**config.mk**
```make
export PLATFORM = sky130hd
export DESIGN_NAME = tap_exe_mc
export DESIGN_NICKNAME = d
export VERILOG_FILES = /design/src/rtl/tap_pkg.sv /design/src/rtl/tap_ch_reg.sv /design/src/rtl/tap_exe_mc.sv
export SDC_FILE = /design/constraint.sdc
export NUM_CORES = 1
export LEC_CHECK = 0
export CAP_MARGIN = 20
export CORE_MARGIN = 4
export CORE_UTILIZATION = 40
export CTS_CLUSTER_DIAMETER = 40
export DETAILED_ROUTE_END_ITERATION = 8
export SLEW_MARGIN = 30
export SYNTH_ARGS = -nofsm -noshare
export SYNTH_HDL_FRONTEND = slang
export SYNTH_SLANG_ARGS = --single-unit
export TNS_END_PERCENT = 30
```
**constraint.sdc**
```tcl
create_clock -name clk -period 2.7 [get_ports clk]
set_input_delay 0.675 -clock clk [delete_from_list [all_inputs] [get_ports clk]]
set_output_delay 0.675 -clock clk [all_outputs]
set_load 0.005 [all_outputs]
```
**src/rtl/tap_pkg.sv**
```systemverilog
`default_nettype none
// ============================================================================
// Module      : tap_pkg
// Description : Shared definitions for the multi-channel trigger-tap command
//               executor: command field layout, instruction codes, ctl slice
//               layout and response helpers.
// Revision    : 1.0 - initial multi-channel release
// ============================================================================
package tap_pkg;

  // Target code accepted by the executor
  localparam logic [3:0] C_TAP       = 4'h3;

  // Instruction codes
  localparam logic [3:0] I_SET_GT      = 4'd0;
  localparam logic [3:0] I_SET_ET      = 4'd1;
  localparam logic [3:0] I_SET_LT      = 4'd2;
  localparam logic [3:0] I_SET_THR     = 4'd3;
  localparam logic [3:0] I_SET_TRIG_EN = 4'd4;
  localparam logic [3:0] I_GET_THR     = 4'd5;
  localparam logic [3:0] I_GET_FLAGS   = 4'd6;
  localparam logic [3:0] I_RESET_CH    = 4'd7;

  // Channel number that addresses every channel
  localparam logic [6:0] C_TAP_BCAST = 7'h7F;

  // Command field bit positions
  localparam int TGT_LSB   = 28;
  localparam int INSTR_LSB = 24;
  localparam int ERR_BIT   = 23;
  localparam int CH_LSB    = 16;
  localparam int VAL_LSB   = 0;

  // ctl slice layout: {trig_en, lt, et, gt, thr}; flags sit above thr
  localparam int CTL_FLAG_W = 4;
  localparam int FLAG_GT    = 0;
  localparam int FLAG_ET    = 1;
  localparam int FLAG_LT    = 2;
  localparam int FLAG_TRIG  = 3;

  typedef enum logic [0:0] {
    ST_IDLE  = 1'b0,
    ST_SWEEP = 1'b1
  } state_t;

  // Width of one channel slice in the flattened ctl bus
  function automatic int ctl_w(input int thr_w);
    return thr_w + CTL_FLAG_W;
  endfunction

  // Bit position of a flag inside one channel slice
  function automatic int flag_pos(input int thr_w, input int flag);
    return thr_w + flag;
  endfunction

  function automatic logic [3:0] cmd_target(input logic [31:0] c);
    return c[TGT_LSB +: 4];
  endfunction

  function automatic logic [3:0] cmd_instr(input logic [31:0] c);
    return c[INSTR_LSB +: 4];
  endfunction

  function automatic logic [6:0] cmd_ch(input logic [31:0] c);
    return c[CH_LSB +: 7];
  endfunction

  function automatic logic [15:0] cmd_val(input logic [31:0] c);
    return c[VAL_LSB +: 16];
  endfunction

  // Successful SET/RESET_CH: echo the command with the error bit cleared
  function automatic logic [31:0] rsp_ok(input logic [31:0] c);
    logic [31:0] r;
    r = c;
    r[ERR_BIT] = 1'b0;
    return r;
  endfunction

  // Rejected command: echo the command with the error bit set
  function automatic logic [31:0] rsp_err(input logic [31:0] c);
    logic [31:0] r;
    r = c;
    r[ERR_BIT] = 1'b1;
    return r;
  endfunction

  // Successful GET: upper half echoed, readback in the lower half
  function automatic logic [31:0] rsp_get(input logic [31:0] c, input logic [15:0] d);
    return {c[31:16], d};
  endfunction

endpackage
`default_nettype wire

```
**src/rtl/tap_ch_reg.sv**
```systemverilog
`default_nettype none
// ============================================================================
// Module      : tap_ch_reg
// Description : Control register for one discriminator channel. Holds the
//               GT/ET/LT enables, trigger enable and threshold; applies SET_*
//               and RESET_CH writes presented by the executor.
// Revision    : 1.0 - initial multi-channel release
// ============================================================================
module tap_ch_reg
  import tap_pkg::*;
#(
  parameter int THR_W    = 14,
  parameter int THR_INIT = 0
) (
  input  logic             clk,
  input  logic             rst,
  input  logic             we,
  input  logic [2:0]       sel,
  input  logic [15:0]      val,
  output logic [THR_W+3:0] ctl_o
);

  logic             gt;
  logic             et;
  logic             lt;
  logic             trig_en;
  logic [THR_W-1:0] thr;

  // Upper value bits are ignored when the threshold is narrower than 16 bits
  logic unused_val;
  assign unused_val = ^val;

  // Channel state: reset and RESET_CH both restore the power-on values
  always_ff @(posedge clk) begin
    if (rst || (we && sel == I_RESET_CH[2:0])) begin
      gt      <= 1'b0;
      et      <= 1'b0;
      lt      <= 1'b0;
      trig_en <= 1'b0;
      thr     <= THR_W'(THR_INIT);
    end else if (we) begin
      case (sel)
        I_SET_GT[2:0]:      gt      <= val[0];
        I_SET_ET[2:0]:      et      <= val[0];
        I_SET_LT[2:0]:      lt      <= val[0];
        I_SET_THR[2:0]:     thr     <= val[THR_W-1:0];
        I_SET_TRIG_EN[2:0]: trig_en <= val[0];
        default: ;
      endcase
    end
  end

  assign ctl_o = {trig_en, lt, et, gt, thr};

endmodule
`default_nettype wire

```
**src/rtl/tap_exe_mc.sv**
```systemverilog
`default_nettype none
// ============================================================================
// Module      : tap_exe_mc
// Description : Multi-channel trigger-tap command executor. Decodes commands,
//               writes per-channel controls, serves readback, sequences
//               broadcast writes one channel per cycle and reports dropped
//               commands through a sticky overflow flag.
// Revision    : 1.0 - initial multi-channel release
// ============================================================================
module tap_exe_mc
  import tap_pkg::*;
#(
  parameter int N_CH     = 8,
  parameter int THR_W    = 14,
  parameter int THR_INIT = 0
) (
  input  logic                        clk,
  input  logic                        rst,
  input  logic                        run,
  input  logic [31:0]                 cmd,
  output logic [31:0]                 rsp,
  output logic                        rsp_valid,
  output logic                        busy,
  output logic                        ovf,
  output logic [N_CH*(THR_W+4)-1:0]   ctl
);

  localparam int         CW       = ctl_w(THR_W);
  localparam logic [6:0] LAST_IDX = 7'(N_CH - 1);
  localparam logic [7:0] N_CH_V   = 8'(N_CH);

  state_t      state;
  logic [6:0]  idx;
  logic [31:0] bc_cmd;

  logic [3:0]  target;
  logic [3:0]  instr;
  logic [6:0]  ch;
  logic        is_bcast;
  logic        is_get;
  logic        bad_ch;
  logic        err;
  logic        accept;
  logic        single_wr;
  logic        sweeping;
  logic [2:0]  wr_sel;
  logic [15:0] wr_val;

  assign target    = cmd_target(cmd);
  assign instr     = cmd_instr(cmd);
  assign ch        = cmd_ch(cmd);
  assign is_bcast  = (ch == C_TAP_BCAST);
  assign is_get    = (instr == I_GET_THR) || (instr == I_GET_FLAGS);
  assign bad_ch    = ({1'b0, ch} >= N_CH_V) && !is_bcast;
  assign err       = instr[3] || bad_ch || (is_get && is_bcast);
  assign accept    = (state == ST_IDLE) && run && (target == C_TAP);
  assign single_wr = accept && !err && !is_get && !is_bcast;
  assign sweeping  = (state == ST_SWEEP);

  // One shared write bus; during a sweep it carries the latched broadcast
  assign wr_sel = sweeping ? bc_cmd[INSTR_LSB +: 3] : instr[2:0];
  assign wr_val = sweeping ? cmd_val(bc_cmd) : cmd_val(cmd);

  for (genvar k = 0; k < N_CH; k++) begin : g_ch
    logic we_k;
    assign we_k = (sweeping && idx == 7'(k)) || (single_wr && ch == 7'(k));

    tap_ch_reg #(
      .THR_W    (THR_W),
      .THR_INIT (THR_INIT)
    ) u_reg (
      .clk   (clk),
      .rst   (rst),
      .we    (we_k),
      .sel   (wr_sel),
      .val   (wr_val),
      .ctl_o (ctl[k*CW +: CW])
    );
  end

  logic [CW-1:0] rd_slice;
  logic [15:0]   rd_data;

  // Readback mux: select the addressed channel slice (pre-edge value)
  always_comb begin
    rd_slice = '0;
    for (int k = 0; k < N_CH; k++) begin
      if (ch == 7'(k)) rd_slice = ctl[k*CW +: CW];
    end
  end

  assign rd_data = (instr == I_GET_THR) ? 16'(rd_slice[THR_W-1:0])
                                        : {12'b0, rd_slice[CW-1:THR_W]};

  // Command FSM: single commands answer next cycle, broadcasts sweep idx
  always_ff @(posedge clk) begin
    if (rst) begin
      state     <= ST_IDLE;
      idx       <= '0;
      bc_cmd    <= '0;
      rsp       <= '0;
      rsp_valid <= 1'b0;
      busy      <= 1'b0;
      ovf       <= 1'b0;
    end else begin
      rsp_valid <= 1'b0;
      case (state)
        ST_IDLE: begin
          if (accept) begin
            if (err) begin
              rsp       <= rsp_err(cmd);
              rsp_valid <= 1'b1;
            end else if (is_get) begin
              rsp       <= rsp_get(cmd, rd_data);
              rsp_valid <= 1'b1;
            end else if (is_bcast) begin
              bc_cmd <= cmd;
              idx    <= '0;
              busy   <= 1'b1;
              state  <= ST_SWEEP;
            end else begin
              rsp       <= rsp_ok(cmd);
              rsp_valid <= 1'b1;
            end
          end
        end
        ST_SWEEP: begin
          if (run) ovf <= 1'b1;
          if (idx == LAST_IDX) begin
            rsp       <= rsp_ok(bc_cmd);
            rsp_valid <= 1'b1;
            busy      <= 1'b0;
            idx       <= '0;
            state     <= ST_IDLE;
          end else begin
            idx <= idx + 7'd1;
          end
        end
        default: state <= ST_IDLE;
      endcase
    end
  end

endmodule
`default_nettype wire

```
==> flow_summary.json <==
{
  "status": "complete, no violations",
  "holdCritPathClass": "reg2reg",
  "relSlewSlack_pct": 42.1,
  "antenna_left": 0,
  "layoutNonFillerInstCount": 1759,
  "fillCellCount": 2303,
  "ys_seq_area_share_pct": 40.5,
  "holdWs_ps": 448,
  "seqCellArea_sq_mm": 0.00437,
  "post_synth_instance_area_sq_mm": 0.0108,
  "antenna_found_initial": 0,
  "clk_pin_slew_ps": 50,
  "first_pass_iters": 6,
  "wl_per_cell_um": 21.6,
  "syn2layout_area_growth_pct": 39.5,
  "clockBufferDepth": 3,
  "slew_viol_final": 0,
  "num_rows": 59,
  "cap_violations": 0,
  "powerDensity_mw_per_mm2": 572,
  "worstSkewPairLatency_ps": 520,
  "grt_pass1_wl_um": 57800,
  "yosys.area.top_type": "dfxtp_1",
  "die-area_sq_mm": 0.0297,
  "p_leak_nw": 5.17,
  "place.gp.congestion": 0.922,
  "synth_seq_cells": 218,
  "tightest_slew_ps": 869,
  "cts_buffers": 35,
  "initial_utilization_pct": 41.0,
  "yosys.cell_types.count": 73,
  "synth_edf_count": 0,
  "io-pin-count": 214,
  "use_met1_pct": 37.6,
  "crit_path_end_kind": "register",
  "r2r-start": "state$_SDFF_PP0_",
  "endpoint": "g_ch[1].u_reg.thr[1]$_SDFFE_PP0P_",
  "drt-total-wl_um": 38000,
  "rsz0062_at_grt": "no",
  "yosys_warnings": 0,
  "vias": 10100,
  "cp.arrival_ps": 2900,
  "critPathLaunchType": "primary input",
  "cts_hold_buffers": 0,
  "setup_tns_ps": 0,
  "fin_worst_skew_ps": 19.6,
  "syn_nets": 1207,
  "io_buffers": 213,
  "syn_avg_cell_area_sq_um": 9.24,
  "hpwl_um": 27700,
  "reg2reg_setup_slack_ps": 280,
  "use_met2_pct": 36.7,
  "use_met3_pct": 5.03,
  "worstSetupPathType": "in2reg",
  "r2r_end": "g_ch[6].u_reg.thr[6]$_SDFFE_PP0P_",
  "first_iter_violations": 1078,
  "finalCritPeriodShare_pct": 94.4,
  "synth-main-ff-cell": "dfxtp_1",
  "n_antenna_cell": 0,
  "tritoncts": "built",
  "path_max_fanout": 13,
  "viasPerCell": 5.76,
  "grt_pass1_vias": 9723,
  "fmax_mhz": 393,
  "ir_worst_vdd_mv": 0.363,
  "top_usage_layer": "met1",
  "cts.sinks": 218,
  "cts_setup_buffers": 0,
  "synthTopCellsByArea": "dfxtp_1 40%, mux4_2 6.7%, a21oi_1 5.9%",
  "synth_top_area_share_pct": 40.5,
  "htreeDepth": 2,
  "nets": 1436,
  "die_height_um": 172,
  "drc": 0,
  "cts.root.buffer_cell": "clkbuf_16",
  "syn-instance-count": 1168,
  "r2r.worst_path.cells": 4,
  "finalCriticalPeriod_ps": 2550,
  "critPathRequiredTime_ps": 3060,
  "drive_above_1_share_pct": 19.5,
  "placed_cells": 1695,
  "grt_overflow_total": 0,
  "timing.critical_path.from": "cmd[19]",
  "grt.total_usage_pct": 25.0,
  "multi_input_area_sq_mm": 0.00543,
  "core_area_sq_mm": 0.0263,
  "cts_resized": 0,
  "die_x_um": 172,
  "setup_violations": 0,
  "grt_max_degree": 78,
  "final_hold_viol_count": 0,
  "async_flop_share_pct": 0
}
==> layer usage <==
layer	wire [um]	up-vias
li1	-	4718
met1	17500	4858
met2	16300	489
met3	3260	63
met4	964	0
met5	0	-
==> where the power goes <==
group          switching (mW)  total (mW)  internal, mW
sequential            0.00484        3.23          3.23
clock                    1.65        4.85          3.19
combinational           0.310       0.524         0.213
==> how the worst min path moves through the flow <==
stage / startpoint / endpoint / slack (ps) / cells past startpoint
finish: rsp[6]$_SDFFE_PP0P_ / rsp[6]$_SDFFE_PP0P_ / 450 / 2
global route: rsp[6]$_SDFFE_PP0P_ / rsp[6]$_SDFFE_PP0P_ / 460 / 2
global placement: bc_cmd[3]$_SDFFE_PP0P_ / bc_cmd[3]$_SDFFE_PP0P_ / 440 / 2
floorplan: bc_cmd[3]$_SDFFE_PP0P_ / bc_cmd[3]$_SDFFE_PP0P_ / 440 / 2
detailed placement: rsp[6]$_SDFFE_PP0P_ / rsp[6]$_SDFFE_PP0P_ / 450 / 2
CTS: rsp[9]$_SDFFE_PP0P_ / rsp[9]$_SDFFE_PP0P_ / 450 / 2
==> worst max-delay path, stage by stage <==
cell and delay [ps]:
clkdlybuf4s50_1 420, or4_4 580, or3_4 400, or3_4 430
nand2_4 240, a221oi_1 130
==> flip-flops by register name, indices dropped and copies added (netlist names) <==
register	cells
g_ch.u_reg.thr	112
rsp	32
bc_cmd	31
g_ch.u_reg.et	8
g_ch.u_reg.gt	8
g_ch.u_reg.lt	8
g_ch.u_reg.trig_en	8
idx	7
busy	1
ovf	1
rsp_valid	1
state	1
==> layout by cell type, fill, tap and decap left out, types with 5 or more instances in the layout <==
| cell type | count |
|---|---|
| a311oi_1 | 5 |
| nor3_1 | 7 |
| o2bb2ai_2 | 10 |
| nor2_1 | 78 |
| o21ai_0 | 60 |
| nand2_1 | 79 |
| buf_12 | 24 |
| and3_1 | 7 |
| a221oi_1 | 33 |
| bufinv_16 | 5 |
| nand3_1 | 36 |
| clkbuf_8 | 9 |
| dfxtp_1 | 217 |
| a211oi_1 | 49 |
| buf_4 | 83 |
| nor2b_1 | 11 |
| mux4_2 | 32 |
| a21oi_1 | 128 |
| nand4_1 | 6 |
| o21a_1 | 7 |
| a22o_1 | 9 |
| o32ai_1 | 15 |
| mux2_2 | 13 |
| a221oi_2 | 20 |
| inv_1 | 85 |
| nor3b_1 | 6 |
| clkdlybuf4s50_1 | 209 |
| clkbuf_16 | 36 |
| nand2b_1 | 10 |
| mux2i_1 | 35 |
==> kinds of logic after synthesis <==
logic type,Yosys count,synth area share (%)
XOR/XNOR,1,0.151
buffers and inverters,213,9.41
AO/OA/AOI/OAI,374,25.1
multiplexers,80,11.3
flip-flops,218,40.5
AND/OR/NAND/NOR,278,13.1
adder cells (fa/ha/maj),4,0.464
==> stage by stage <==
step | utilization (%) | area (sq um) | power, mW | setup slack [ps]
after floorplan | - | 10800 | 3.56 | 275
after global placement | 52.3 | 13800 | 3.81 | -318
after detailed placement | 52.3 | 13800 | 3.82 | -349
after CTS | 57.2 | 15000 | 8.64 | 170
after global routing | 57.2 | 15000 | 8.84 | 88.2
final | 57.2 | 15000 | 8.60 | 152
==> Yosys cell counts (all sizes together), types with 6 or more instances <==
master and instances:
nor3b 6, a221oi 53, o21a 7, nor3 10, nand2b 10, nor2 80
mux2 13, inv 85, nand4 7, and3 7, clkbuf 54, or3 8
a22o 9, o2bb2ai 12, o21ai 65, dfxtp 218, nor2b 11, mux2i 35
o32ai 15, a21oi 128, nand2 81, buf 74, mux4 32, nand3 36
a211oi 49
==> area by class of cell <==
cell class,count,share of cell area [%]
Tap cell,335,2.79
Clock inverter,18,1.72
Sequential cell,218,29.0
Clock buffer,46,6.84
Multi-Input combinational cell,737,36.1
Timing Repair Buffer,320,21.4
Inverter,85,2.12
Power figures use the tool's default switching activity.
